**config.mk**
```make
export PLATFORM = sky130hd
export DESIGN_NAME = pipe_ctrl
export DESIGN_NICKNAME = d
export VERILOG_FILES = /design/src/rtl/pipe_pkg.sv /design/src/rtl/hold_watchdog.sv /design/src/rtl/pipe_ctrl.sv
export SDC_FILE = /design/constraint.sdc
export NUM_CORES = 1
export LEC_CHECK = 0
export ABC_CLOCK_PERIOD_IN_PS = 6900
export BUFFER_PORTS_ARGS = -buffer_cell sky130_fd_sc_hd__buf_2
export CAP_MARGIN = 20
export CELL_PAD_IN_SITES_DETAIL_PLACEMENT = 0
export CELL_PAD_IN_SITES_GLOBAL_PLACEMENT = 1
export CORE_MARGIN = 2
export CORE_UTILIZATION = 39
export CTS_CLUSTER_DIAMETER = 150
export DETAILED_ROUTE_END_ITERATION = 12
export GPL_TIMING_DRIVEN = 0
export PLACE_DENSITY_LB_ADDON = 0.1
export SLEW_MARGIN = 20
export SYNTH_ARGS = -nofsm -noshare
export SYNTH_HDL_FRONTEND = slang
export SYNTH_SLANG_ARGS = --single-unit
export TNS_END_PERCENT = 1
```
**constraint.sdc**
```tcl
create_clock -name clk -period 6.9 [get_ports clk]
set_input_delay 1.38 -clock clk [delete_from_list [all_inputs] [get_ports clk]]
set_output_delay 1.38 -clock clk [all_outputs]
set_load 0.01 [all_outputs]
```
**src/rtl/pipe_pkg.sv**
```systemverilog
// pipe_pkg: shared state encoding and hold-vector constants for the pipeline sequencer.
package pipe_pkg;
    typedef enum logic [1:0] {RUN = 2'd0, PEND = 2'd1, FLUSH = 2'd2} state_e;
    localparam int HOLD_PC   = 0;
    localparam int HOLD_IFID = 1;
    localparam int HOLD_IDEX = 2;
    localparam logic [2:0] HOLD_ALL   = 3'b111;
    localparam logic [2:0] HOLD_FRONT = 3'b011;
endpackage

```
**src/rtl/hold_watchdog.sv**
```systemverilog
// hold_watchdog: counts consecutive held cycles (16-bit, saturating) and raises a sticky error at HOLD_TIMEOUT.
module hold_watchdog #(
    parameter int HOLD_TIMEOUT = 255
) (
    input  logic clk,
    input  logic rst_n,
    input  logic hold_any_i,
    output logic err_o
);
    logic [15:0] cnt_q, cnt_d;
    logic        err_q, err_d;
    always_comb begin
        cnt_d = hold_any_i ? (&cnt_q ? cnt_q : cnt_q + 16'd1) : 16'd0;
        err_d = err_q | (cnt_d == 16'(HOLD_TIMEOUT));
    end
    always_ff @(posedge clk or negedge rst_n) begin
        if (!rst_n) begin
            cnt_q <= '0;
            err_q <= 1'b0;
        end else begin
            cnt_q <= cnt_d;
            err_q <= err_d;
        end
    end
    assign err_o = err_q;
endmodule

```
**src/rtl/pipe_ctrl.sv**
```systemverilog
// pipe_ctrl: EX-to-pipeline sequencer issuing PC redirects, per-stage holds, flush windows and a hold watchdog.
module pipe_ctrl
    import pipe_pkg::*;
#(
    parameter int FLUSH_CYCLES = 2,
    parameter int HOLD_TIMEOUT = 255
) (
    input  logic        clk,
    input  logic        rst_n,
    input  logic        jump_en_i,
    input  logic [31:0] jump_addr_i,
    input  logic        hold_ex_i,
    input  logic        hold_bus_i,
    output logic        jump_en_o,
    output logic [31:0] jump_addr_o,
    output logic [2:0]  hold_o,
    output logic        flush_o,
    output logic        err_timeout_o
);
    localparam state_e     ISSUE_NEXT = (FLUSH_CYCLES > 1) ? FLUSH : RUN;
    localparam logic [3:0] FLUSH_INIT = 4'(FLUSH_CYCLES - 1);
    state_e      state_q, state_d;
    logic [3:0]  cnt_q, cnt_d;
    logic [31:0] pend_q, pend_d;
    always_comb begin
        state_d     = state_q;
        cnt_d       = cnt_q;
        pend_d      = pend_q;
        jump_en_o   = 1'b0;
        jump_addr_o = '0;
        hold_o      = '0;
        flush_o     = 1'b0;
        case (state_q)
            RUN: begin
                if (jump_en_i && !hold_bus_i) begin
                    jump_en_o   = 1'b1;
                    jump_addr_o = jump_addr_i;
                    flush_o     = 1'b1;
                    state_d     = ISSUE_NEXT;
                    cnt_d       = FLUSH_INIT;
                end else if (hold_bus_i) begin
                    hold_o = HOLD_ALL;
                    if (jump_en_i) begin
                        pend_d  = jump_addr_i;
                        state_d = PEND;
                    end
                end else if (hold_ex_i) begin
                    hold_o = HOLD_FRONT;
                end
            end
            PEND: begin
                if (hold_bus_i) begin
                    hold_o = HOLD_ALL;
                end else begin
                    jump_en_o   = 1'b1;
                    jump_addr_o = pend_q;
                    flush_o     = 1'b1;
                    state_d     = ISSUE_NEXT;
                    cnt_d       = FLUSH_INIT;
                end
            end
            FLUSH: begin
                flush_o = 1'b1;
                if (hold_bus_i) begin
                    hold_o = HOLD_ALL;
                end else begin
                    cnt_d   = cnt_q - 4'd1;
                    state_d = (cnt_q <= 4'd1) ? RUN : FLUSH;
                end
            end
            default: state_d = RUN;
        endcase
        // outputs must read zero for the whole reset window, not just after the first edge
        if (!rst_n) begin
            jump_en_o   = 1'b0;
            jump_addr_o = '0;
            hold_o      = '0;
            flush_o     = 1'b0;
        end
    end
    always_ff @(posedge clk or negedge rst_n) begin
        if (!rst_n) begin
            state_q <= RUN;
            cnt_q   <= '0;
            pend_q  <= '0;
        end else begin
            state_q <= state_d;
            cnt_q   <= cnt_d;
            pend_q  <= pend_d;
        end
    end
    hold_watchdog #(.HOLD_TIMEOUT(HOLD_TIMEOUT)) u_wdog (
        .clk       (clk),
        .rst_n     (rst_n),
        .hold_any_i(|hold_o),
        .err_o     (err_timeout_o)
    );
endmodule

```
# Yosys cells after proc, flatten, opt, wreduce, memory -nomap -nowiden
# Cells that the tools add are included.
dict set report word_totals {
  ff_bits 55
  input_bits 37
  out_inout_bits 38
  word_cells 57
}
dict set report classes {
  n_addsub 2
  n_lt_le_gt_ge 1
  eq_ne 8
  muxes 29
  n_bitwise 2
  reduce_logical 10
}
# operator count
set op_table {}
lappend op_table {{two-way mux 32 bit} 3}
lappend op_table {{one-hot mux 32 bit (2 select lines)} 1}
lappend op_table {{two-way mux 16 bit} 2}
lappend op_table {{adder 16 x 1 -> 16 bit (second input constant)} 1}
lappend op_table {{== test 16 x 8 -> 1 bit (second input constant)} 1}
lappend op_table {{AND reduction 16 bit} 1}
lappend op_table {{two-way mux 2 bit} 7}
lappend op_table {{two-way mux 3 bit} 4}
lappend op_table {{two-way mux 4 bit} 3}
lappend op_table {{one-hot mux 4 bit (3 select lines)} 1}
lappend op_table {{AND reduction 4 bit} 3}
lappend op_table {{!= test 2 bit (second input constant)} 3}
lappend op_table {{!= test 3 bit (second input constant)} 2}
lappend op_table {{one-hot mux 2 bit (3 select lines)} 1}
lappend op_table {{one-hot mux 3 bit (2 select lines)} 1}
lappend op_table {{less-or-equal comparator 4 x 1 -> 1 bit (second input constant)} 1}
lappend op_table {{two-way mux 1 bit} 4}
lappend op_table {{subtractor 4 x 1 -> 4 bit (second input constant)} 1}
lappend op_table {{one-hot mux 1 bit (3 select lines)} 1}
lappend op_table {{nonzero test 3 bit} 1}
lappend op_table {{OR reduction 3 bit} 1}
lappend op_table {{== test 2 x 1 -> 1 bit (second input constant)} 1}
lappend op_table {{== test 2 bit (second input constant)} 1}
lappend op_table {{logical NOT 2 bit} 1}
lappend op_table {{other kinds (6)} 6}

# Depth between registers and ports, before layout
# Gate-level depths: netlist of run 1.
dict set report depth {
  word_depth 9
  ltp_mapped 9
  mapped_depth_nobuf 8
}

# Hierarchy
# From an unflattened synthesis of run 1, not the netlist that was laid out.
dict set report hier_totals {
  hier_cells 299
  area_unflattened_um2 3080.5
}
# mod instances cells_per_inst area_per_inst_um2 seq_area_each_um2
set modules_own_cells {}
lappend modules_own_cells {pipe_ctrl 1 198 2080.7 950.9}
lappend modules_own_cells {hold_watchdog 1 101 999.7 425.4}

# Least setup slack after synthesis of run 1
# Ideal clock, no wire load.
dict set report synth_timing {
  kind {input-to-output}
  start {input port jump_en_i}
  end {output port jump_addr_o[10]}
  arrival_ns 2.430
  t_required_ns 5.520
  setup_slack_ns 3.090
  cell_stages 6
  path_buffers 2
  path_cell_list {nor2b_1 > and2_1 > clkbuf_1 > clkbuf_1 > a22oi_1 > nor2_1}
}
dict set report synth_via {
  elab_chain_len 4
}
# element line
set synth_lines {}
lappend synth_lines {{start: declaration} pipe_ctrl.sv:10} ;# input logic jump_en_i,
lappend synth_lines {{logical AND 1 bit} pipe_ctrl.sv:35} ;# if (jump_en_i && !hold_bus_i) begin
lappend synth_lines {{two-way mux 32 bit} pipe_ctrl.sv:35}
lappend synth_lines {{one-hot mux 32 bit (2 select lines)} pipe_ctrl.sv:33} ;# case (state_q)
lappend synth_lines {{two-way mux 32 bit} pipe_ctrl.sv:74} ;# if (!rst_n) begin
lappend synth_lines {{end: declaration} pipe_ctrl.sv:15} ;# output logic [31:0] jump_addr_o,
# Every way passes these cells.

# Worst setup path after layout of run 1
dict set report layout_timing {
  start {input port hold_bus_i}
  end {output port jump_addr_o[21]}
}
dict set report layout_via {
  elab_chain_len 5
}
# element line
set layout_lines {}
lappend layout_lines {{start: declaration} pipe_ctrl.sv:13} ;# input logic hold_bus_i,
lappend layout_lines {{logical NOT 1 bit} pipe_ctrl.sv:35}
lappend layout_lines {{logical AND 1 bit} pipe_ctrl.sv:35}
lappend layout_lines {{two-way mux 32 bit} pipe_ctrl.sv:35}
lappend layout_lines {{one-hot mux 32 bit (2 select lines) *} pipe_ctrl.sv:33}
lappend layout_lines {{two-way mux 32 bit *} pipe_ctrl.sv:74}
# Every way passes the cells marked *; elsewhere a longest branch is shown, timed or not.

==> impl_metrics.tcl, run 1 <==
set metrics [dict create \
    gr-usage-all-layers 0.173 \
    power_density_mw_per_mm2 303 \
    holdPathEnd "u_wdog.err_o" \
    fmax_mhz 228 \
    timing.critical_path.arrival_ns 3.01 \
    post_synth_inst_count 307 \
    dp_slack_ns 2.41 \
    share_of_power_burned_in_the_clock_network 0.169 \
    gp_congestion 0.823 \
    dr_total_vias 2609 \
    hold_start "u_wdog.err_o" \
    antenna_violating_nets_post_route 0 \
    worst_hold_path.num_cells 1 \
    diodes 0 \
    ir_drop_uv 133 \
    power.share.sequential 0.446 \
    cap_viol_max_count 0 \
    detailedRoute.firstIterationViolations 77 \
    design.die.area_mm2 0.00854 \
    postCtsSetupRepairBufs 0 \
    ys_dominant_reg_cell "sky130_fd_sc_hd__dfrtp_1" \
    grt_overflow 0 \
    synthesis.area_mm2 0.00305 \
    start_util 0.399 \
    drc_errors 0 \
    chip_width_um 92.4 \
    worst_setup_hold_path_clk_slew_ns 0.10 \
    maximum_number_of_buffers_from_clock_root_to_sink 2 \
    via_per_inst 5.31 \
    cts.hold.buffers_added 0 \
    relSlewSlack 0.487 \
    setup.worst_path.end_class "output pin" \
    power.share.switching 0.360 \
    final-hold-violation-count 0 \
    max_slew.worst_pin.slew_ns 0.764 \
    static_leakage_power_uw 0.00163 \
    dp_hpwl_um 5070 \
    period_needed_ns 4.39 \
    antenna_found_initial 0 \
    rsz0062_at_grt "false" \
    cts_resized 0 \
    yosysTopAreaCell "sky130_fd_sc_hd__dfrtp_1" \
    clock_sinks 55 \
    tritoncts.num_buffers 5 \
    timing.reg2reg.setup_slack_ns 4.27 \
    finalPower_uw 1100 \
    critPathRequiredTime_ns 5.52 \
    routedWlPerCell_um 14.4 \
    vertical_extent_of_the_die_um 92.4 \
    setup_viol 0 \
    io_buffers 74 \
    synth.top_cell.area_share 0.451 \
    post-route-period-util 0.636 \
    stdcell_area_mm2 0.00364 \
    ffs_w_async_s_r_synth 1.00 \
    dpl_cell_area_mm2 0.00355 \
    cts_tree "built" \
    finalWorstSetupSlack_ns 2.51 \
    io_pins 75 \
    worst_hold_margin_ns 0.489 \
    root_buffer "sky130_fd_sc_hd__clkbuf_8" \
    route.final.wire_length_um 7070 \
    synthesis.area_per_instance_um2 9.93 \
    timing_max_transition_violations_final 0 \
    grt_pass1_wl_um 11800 \
    synth_warnings 0 \
    clock-skew-final_ns 0.00467 \
    finish.net_count 433 \
    critPathMaxFanout 10 \
    outcome "complete, no violations" \
    synth_cell_types 45 \
    postSynthNetCount 352 \
    timing.rr.end "u_wdog.err_o" \
    criticalPathCategory "input port to output pin" \
    reg2reg_depth 7 \
    yosys_register_bits 55 \
    combinationalPowerShare 0.385 \
    detailedRoute.firstPassIterationCount 6 \
    yosysSeqAreaShare 0.451 \
    row_count 32 \
    totalNegativeSetupSlack_ns 0 \
    grt_max_degree 59 \
    cts.htree.levels 2 \
    power.switching_uw 397 \
    post_route_cells_drive_above_1_share 0.314 \
    clk_latency_ns 0.31 \
    ys_top_cells_by_area "sky130_fd_sc_hd__dfrtp_1, sky130_fd_sc_hd__mux2_2, sky130_fd_sc_hd__a22oi_1" \
    worstSetupStartpointType "input port" \
    flow.area_growth_from_synthesis_pct 19.4 \
    holdCritPathClass "flop to flop" \
    internal_power_uw 708 \
    vias_in_the_first_global_route 2507 \
    synth_enable_flop_cells 0 \
    core_region_area_mm2 0.00765 \
    r2r-start "u_wdog.cnt_q[0]" \
]
-- per-stage QoR --
stage / cells / utilization
after floorplan: 307 / -
after global placement: 483 / 0.464
after detailed placement: 483 / 0.464
after CTS: 491 / 0.476
after global routing: 491 / 0.476
final: 491 / 0.476
-- worst max-delay path by stage --
| stage | slack, ns | start | cells after the start | to |
|---|---|---|---|---|
| after floorplan | 3.09 | jump_en_i | 6 | jump_addr_o[10] |
| after global placement | 1.87 | rst_n | 5 | jump_addr_o[17] |
| after detailed placement | 2.41 | rst_n | 5 | jump_addr_o[21] |
| after CTS | 2.41 | rst_n | 5 | jump_addr_o[21] |
| after global routing | 2.24 | rst_n | 5 | jump_addr_o[9] |
| final | 2.51 | hold_bus_i | 8 | jump_addr_o[21] |
-- cell families after synthesis --
group                    after synthesis  share of synthesized area
multiplexers                          34                      0.125
flip-flops                            55                      0.451
AND/OR/NAND/NOR                      109                      0.175
XOR/XNOR                               6                     0.0172
AO/OA/AOI/OAI                         70                      0.165
buffers and inverters                 25                     0.0341
adder cells (fa/ha/maj)                8                     0.0328
-- routing by layer --
layer / share of wire / vias up / track usage
met5: 0 / - / 0
met3: 0.056 / 6 / 0.0415
met1: 0.46 / 1242 / 0.234
met2: 0.47 / 73 / 0.281
met4: 0.012 / 0 / 0.0410
li1: - / 1288 / -
-- cells in the final DEF (no fill, tap or decap), drive strengths merged, types with 7 or more instances in the layout --
| cell | Yosys | routed |
|---|---|---|
| a22oi | 32 | 32 |
| dfrtp | 55 | 55 |
| o21ai | 12 | 12 |
| mux2 | 32 | 32 |
| ha | 8 | 8 |
| inv | 7 | 8 |
| nor2 | 52 | 52 |
| clkbuf | 13 | 18 |
| nand2 | 12 | 12 |
| nand3 | 10 | 10 |
| buf | 5 | 79 |
| a21oi | 7 | 7 |
-- power groups by stage --
stage	combinational (uW)	clock, uW	sequential [uW]
after floorplan	320	0	484
after global placement	426	0	494
after detailed placement	431	0	499
after CTS	432	196	492
after global routing	482	213	506
final	425	187	493
-- flip-flops by register name, summed over array words and instances (netlist names) --
name,count
cnt_q,4
pend_q,32
state_q,2
u_wdog.cnt_q,16
u_wdog.err_o,1
-- critical path: stages --
cell                       delay [ns]
sky130_fd_sc_hd__buf_2           0.14
sky130_fd_sc_hd__nor2b_1         0.27
sky130_fd_sc_hd__and2_1          0.17
sky130_fd_sc_hd__clkbuf_1        0.20
sky130_fd_sc_hd__clkbuf_1        0.42
sky130_fd_sc_hd__a22oi_1         0.13
sky130_fd_sc_hd__nor2_1          0.14
sky130_fd_sc_hd__buf_2           0.15
-- layout make-up --
type | count | area, um2
Buffer | 18 | 77.6
Clock buffer | 5 | 68.8
Clock inverter | 3 | 22.5
Fill cell | 758 | 4010
Inverter | 7 | 26.3
Multi-Input combinational cell | 227 | 1570
Sequential cell | 55 | 1380
Tap cell | 102 | 128
Timing Repair Buffer | 74 | 373
-- synthesized netlist by cell type (all sizes together), types with 5 or more instances --
cell type / number
nand4: 5
dfrtp: 55
ha: 8
nand3: 10
a22oi: 32
clkbuf: 13
o21ai: 12
inv: 7
nor3: 6
a21oi: 7
xnor2: 5
nor2b: 5
mux2: 32
a31oi: 5
and4: 5
nor2: 52
nand2: 12
buf: 5
Note: power is estimated with default switching activity, not from simulation.
==> run 2, diff against run 1 <==
--- a/config.mk
+++ b/config.mk
@@ -5,13 +5,13 @@
 export SDC_FILE = /design/constraint.sdc
 export NUM_CORES = 1
 export LEC_CHECK = 0
-export ABC_CLOCK_PERIOD_IN_PS = 6900
+export ABC_CLOCK_PERIOD_IN_PS = 3600
 export BUFFER_PORTS_ARGS = -buffer_cell sky130_fd_sc_hd__buf_2
 export CAP_MARGIN = 20
 export CELL_PAD_IN_SITES_DETAIL_PLACEMENT = 0
 export CELL_PAD_IN_SITES_GLOBAL_PLACEMENT = 1
 export CORE_MARGIN = 2
-export CORE_UTILIZATION = 39
+export CORE_UTILIZATION = 37
 export CTS_CLUSTER_DIAMETER = 150
 export DETAILED_ROUTE_END_ITERATION = 12
 export GPL_TIMING_DRIVEN = 0
==> constraint.sdc (replaced) <==
create_clock -name clk -period 3.6 [get_ports clk]
set_input_delay 0.72 -clock clk [delete_from_list [all_inputs] [get_ports clk]]
set_output_delay 0.72 -clock clk [all_outputs]
set_load 0.01 [all_outputs]
==> impl_metrics.tcl, run 2 (same netlist as run 1, synthesis figures left out) <==
set metrics [dict create \
    outcome "complete, no violations" \
    ff_latch_area_mm2 0.00138 \
    static_leakage_power_uw 0.00163 \
    post_route_cells_drive_above_1_share 0.313 \
    vias_in_the_first_global_route 2373 \
    biggestRegsByFlops "pend_q x32, u_wdog.cnt_q x16, cnt_q x4" \
    worstSetupStartpointType "flop" \
    largest_register "pend_q" \
    holdCritPathClass "input port to asynchronous set/reset pin" \
    detailedRoute.firstPassIterationCount 4 \
    antenna_violating_nets_post_route 0 \
    cpPeakStageDelay_ns 0.43 \
    vertical_extent_of_the_die_um 94.8 \
    dp_slack_ns 0.556 \
    cap_viol_max_count 0 \
    max_slew.worst_pin.slew_ns 0.733 \
    final_cell_mix "sky130_fd_sc_hd__buf_2, sky130_fd_sc_hd__dfrtp_1, sky130_fd_sc_hd__nor2_1, sky130_fd_sc_hd__a22oi_1, sky130_fd_sc_hd__mux2_2" \
    finish.net_count 434 \
    gr-usage-all-layers 0.165 \
    multi_input_comb_area_mm2 0.00157 \
    drc_errors 0 \
    setup_viol 0 \
    number_of_filler_instances_in_the_final_layout 842 \
    io_pins 75 \
    routedWlPerCell_um 14.6 \
    dpl_cell_area_mm2 0.00357 \
    finalWorstSetupSlack_ns 0.540 \
    post-route-period-util 0.850 \
    criticalPathCategory "flop to output pin" \
    stdcell_area_mm2 0.00366 \
    diodes 0 \
    critPathMaxFanout 10 \
    cp_slowest_cell "sky130_fd_sc_hd__dfrtp_1" \
    commonest_non_fill_non_tap_cell_in_the_layout "sky130_fd_sc_hd__buf_2" \
    postCtsSetupRepairBufs 0 \
    core_region_area_mm2 0.00809 \
    io_buffers 74 \
    grt_overflow 0 \
    worst_hold_margin_ns 0.282 \
    dr_total_vias 2621 \
    grt_max_degree 40 \
    timing_max_transition_violations_final 0 \
    route.final.wire_length_um 7230 \
    start_util 0.377 \
    power_density_mw_per_mm2 578 \
    clock-skew-final_ns 0.00890 \
    clock_sinks 55 \
    setup.worst_path.end_class "output pin" \
    cts.hold.buffers_added 0 \
    clk_latency_ns 0.31 \
    ir_drop_uv 212 \
    period_needed_ns 3.06 \
    design.die.area_mm2 0.00898 \
    flow.area_growth_from_synthesis_pct 20.1 \
    worst_setup_hold_path_clk_slew_ns 0.10 \
    cts_resized 0 \
    cts.htree.levels 2 \
    chip_width_um 94.8 \
    relSlewSlack 0.507 \
    critPathMostFrequentCell "sky130_fd_sc_hd__clkbuf_1" \
    cts_tree "built" \
    antenna_found_initial 0 \
    critPathRequiredTime_ns 2.88 \
    root_buffer "sky130_fd_sc_hd__clkbuf_8" \
    dp_hpwl_um 5300 \
    tritoncts.num_buffers 5 \
    grt_pass1_wl_um 11700 \
    via_per_inst 5.29 \
    fmax_mhz 327 \
    largest_register_ffs 32 \
    worstPathCellList "inv_1, ha_1, nor2b_1, clkbuf_1, clkbuf_1, a22oi_1, nor2_1, buf_2" \
    final-hold-violation-count 0 \
    rsz0062_at_grt "false" \
    row_count 33 \
    timing.critical_path.arrival_ns 2.34 \
    gp_congestion 0.786 \
    detailedRoute.firstIterationViolations 115 \
    maximum_number_of_buffers_from_clock_root_to_sink 2 \
]
-- run 2: changes by cell type in the layout (fill, tap and decap cells not counted), sizes merged --
cell	before	now
buf	79	80
clkbuf	18	19
inv	8	7
-- run 2: per-stage QoR --
step	utilization	instances	total power (uW)	setup TNS, ns
after floorplan	-	307	1540	0
after global placement	0.439	486	1770	-3.07
after detailed placement	0.442	487	1790	0
after CTS	0.453	495	2150	0
after global routing	0.453	495	2300	0
final	0.453	495	2120	0
-- run 2: area by class of cell --
type | instances | area share
Buffer | 18 | 0.0212
Clock buffer | 6 | 0.0198
Clock inverter | 2 | 0.00478
Inverter | 7 | 0.00717
Multi-Input combinational cell | 227 | 0.428
Sequential cell | 55 | 0.376
Tap cell | 105 | 0.0359
Timing Repair Buffer | 75 | 0.107
-- run 2: report_power, final --
part / total, uW / leakage [uW] / internal [uW] / switching (uW)
Sequential: 946 / 0.000692 / 828 / 119
Combinational: 817 / 0.000897 / 390 / 427
Clock: 355 / 0.0000454 / 141 / 214
Total: 2120 / 0.00163 / 1360 / 760
-- run 2: metal layers --
| metal | part of all wire | GRT usage | up-vias |
|---|---|---|---|
| li1 | - | - | 1289 |
| met1 | 0.49 | 0.235 | 1263 |
| met2 | 0.46 | 0.262 | 65 |
| met3 | 0.047 | 0.0343 | 4 |
| met4 | 0.0073 | 0.0326 | 0 |
| met5 | 0 | 0 | - |
-- run 2: final timing paths --
kind	to	slack (ns)	cells past startpoint	from
hold reg to reg	u_wdog.err_o	0.48	1	u_wdog.err_o
max in group asynchronous	u_wdog.cnt_q[1]	2.82	2	rst_n
hold / removal	cnt_q[3]	0.28	1	rst_n
min in group clk	u_wdog.err_o	0.48	1	u_wdog.err_o
setup reg to reg	u_wdog.err_o	0.96	7	u_wdog.cnt_q[0]
setup / recovery	jump_addr_o[18]	0.54	8	state_q[1]
-- run 2: critical path: cells and delay by family, from the launching register on --
| kind | cells | cell delay, ns |
|---|---|---|
| adder cells (fa/ha/maj) | 1 | 0.24 |
| buffers and inverters | 4 | 0.91 |
| AND/OR/NAND/NOR | 2 | 0.29 |
| AO/OA/AOI/OAI | 1 | 0.16 |
| flip-flops | 1 | 0.43 |
==> run 3, diff against run 2 <==
--- a/config.mk
+++ b/config.mk
@@ -5,13 +5,13 @@
 export SDC_FILE = /design/constraint.sdc
 export NUM_CORES = 1
 export LEC_CHECK = 0
-export ABC_CLOCK_PERIOD_IN_PS = 3600
+export ABC_CLOCK_PERIOD_IN_PS = 3200
 export BUFFER_PORTS_ARGS = -buffer_cell sky130_fd_sc_hd__buf_2
 export CAP_MARGIN = 20
 export CELL_PAD_IN_SITES_DETAIL_PLACEMENT = 0
 export CELL_PAD_IN_SITES_GLOBAL_PLACEMENT = 1
 export CORE_MARGIN = 2
-export CORE_UTILIZATION = 37
+export CORE_UTILIZATION = 39
 export CTS_CLUSTER_DIAMETER = 150
 export DETAILED_ROUTE_END_ITERATION = 12
 export GPL_TIMING_DRIVEN = 0
==> constraint.sdc (replaced) <==
create_clock -name clk -period 3.2 [get_ports clk]
set_input_delay 0.64 -clock clk [delete_from_list [all_inputs] [get_ports clk]]
set_output_delay 0.64 -clock clk [all_outputs]
set_load 0.01 [all_outputs]
==> impl_metrics.tcl, run 3 (same netlist as run 1, synthesis figures left out) <==
set metrics [dict create \
    worst_setup_ep "jump_addr_o[21]" \
    timing_max_transition_violations_final 0 \
    gr-usage-met3 0.0415 \
    grt.met1_usage 0.234 \
    static_leakage_power_uw 0.00163 \
    reg2reg_depth 7 \
    layout.core_utilization 0.476 \
    multi_input_comb_area_mm2 0.00157 \
    r2r-start "u_wdog.cnt_q[0]" \
    io_buffers 74 \
    detailedRoute.firstPassIterationCount 6 \
    non_filler_instances 491 \
    worst_setup_hold_path_clk_slew_ns 0.10 \
    vias_in_the_first_global_route 2507 \
    finalPower_uw 2380 \
    criticalPathCategory "flop to output pin" \
    route.final.wire_length_um 7030 \
    fmax_mhz 334 \
    finish.net_count 433 \
    cts.hold.buffers_added 0 \
    chip_width_um 92.4 \
    post-route-period-util 0.936 \
    antenna_violating_nets_post_route 0 \
    setup.worst_path.end_class "output pin" \
    period_needed_ns 2.99 \
    vertical_extent_of_the_die_um 92.4 \
    relSlewSlack 0.486 \
    dp_hpwl_um 5070 \
    max_slew.worst_pin.slew_ns 0.765 \
    clock-skew-final_ns 0.00580 \
    drc_errors 0 \
    post_route_cells_drive_above_1_share 0.316 \
    core_region_area_mm2 0.00765 \
    gr-usage-all-layers 0.173 \
    largest_register "pend_q" \
    io_pins 75 \
    root_buffer "sky130_fd_sc_hd__clkbuf_8" \
    critPathMaxFanout 10 \
    grt_busiest_layer "met2" \
    maximum_number_of_buffers_from_clock_root_to_sink 2 \
    critPathRequiredTime_ns 2.56 \
    largest_register_ffs 32 \
    place.detailed.instances 483 \
    diodes 0 \
    antenna_found_initial 0 \
    biggestRegsByFlops "pend_q x32, u_wdog.cnt_q x16, cnt_q x4" \
    critPathLaunch "state_q[1]" \
    final_cell_mix "sky130_fd_sc_hd__buf_2, sky130_fd_sc_hd__dfrtp_1, sky130_fd_sc_hd__nor2_1, sky130_fd_sc_hd__a22oi_1, sky130_fd_sc_hd__mux2_2" \
    grt_use_met2 0.281 \
    ff_latch_area_mm2 0.00138 \
    cts_tree "built" \
    setup_viol 0 \
    grt_overflow 0 \
    cpPeakStageDelay_ns 0.43 \
    number_of_filler_instances_in_the_final_layout 757 \
    row_count 32 \
    cts.htree.levels 2 \
    grt_max_degree 59 \
    timing.critical_path.arrival_ns 2.35 \
    clk_latency_ns 0.31 \
    timing.reg2reg.setup_slack_ns 0.56 \
    final-hold-violation-count 0 \
    worstPathCellList "inv_1, ha_1, nor2b_1, clkbuf_1, clkbuf_1, a22oi_1, nor2_1, buf_2" \
    cp_slowest_cell "sky130_fd_sc_hd__dfrtp_1" \
    grt_pass1_wl_um 11800 \
    timing.rr.end "u_wdog.err_o" \
    dr_total_vias 2618 \
    outcome "complete, no violations" \
    power_density_mw_per_mm2 654 \
    design.die.area_mm2 0.00854 \
    worstSetupStartpointType "flop" \
    detailedRoute.firstIterationViolations 78 \
    flow.area_growth_from_synthesis_pct 19.5 \
    holdCritPathClass "input port to asynchronous set/reset pin" \
    ir_drop_uv 287 \
    start_util 0.399 \
    routedWlPerCell_um 14.3 \
    clock_sinks 55 \
    cap_viol_max_count 0 \
    critPathMostFrequentCell "sky130_fd_sc_hd__clkbuf_1" \
    via_per_inst 5.33 \
    tritoncts.num_buffers 5 \
    commonest_non_fill_non_tap_cell_in_the_layout "sky130_fd_sc_hd__buf_2" \
    rsz0062_at_grt "true" \
    gp_congestion 0.823 \
]
## run 3: area by class of cell
cell class | instances | share of cell area
multi-input combinational | 227 | 0.431
timing repair buffer | 74 | 0.102
clock inverter | 3 | 0.00618
clock buffer | 5 | 0.0189
tap | 102 | 0.0350
inverter | 7 | 0.00721
buffer | 18 | 0.0216
sequential | 55 | 0.378
## run 3: worst min path at each step
| stage | from | endpoint | slack, ns | cells past startpoint |
|---|---|---|---|---|
| 2_1_floorplan | rst_n | cnt_q[0] | 0.34 | 0 |
| 3_3_place_gp | u_wdog.err_o | u_wdog.err_o | 0.46 | 1 |
| 3_5_place_dp | u_wdog.err_o | u_wdog.err_o | 0.46 | 1 |
| 4_1_cts | rst_n | cnt_q[3] | 0.42 | 1 |
| 5_1_grt | rst_n | cnt_q[3] | 0.44 | 1 |
| 6_report | rst_n | cnt_q[0] | 0.39 | 1 |
## run 3: metal layers
layer / part of all wire / vias to the layer above
met2: 0.46 / 85
met3: 0.066 / 6
met4: 0.011 / 0
met5: 0 / -
li1: - / 1290
met1: 0.46 / 1237
## run 3: report_power, final
group | switching [uW] | internal, uW | total, uW
Clock | 243 | 158 | 401
Sequential | 133 | 931 | 1060
Combinational | 480 | 438 | 917
## run 3: critical path, delay by kind of cell (launching register included)
family          cells  cell delay, ns
simple gates        2            0.29
fa+ha+maj           1            0.24
buf+inv             4            0.92
compound gates      1            0.17
flops               1            0.43
## run 3: repair_timing
item                       CTS  global route
setup endpoints to repair    0            18
setup buffers                0             0
resized for setup            0             3
## run 3: metrics by stage
| stage | hold WS, ns | cell area [um2] | setup slack (ns) | setup TNS [ns] |
|---|---|---|---|---|
| after CTS | 0.423 | 3640 | 0.186 | 0 |
| after floorplan | 0.344 | 3050 | 0.824 | 0 |
| after global routing | 0.436 | 3640 | -0.0445 | -0.0932 |
| after detailed placement | 0.455 | 3550 | 0.0763 | 0 |
| final | 0.390 | 3640 | 0.206 | 0 |
| after global placement | 0.456 | 3550 | -0.439 | -9.81 |
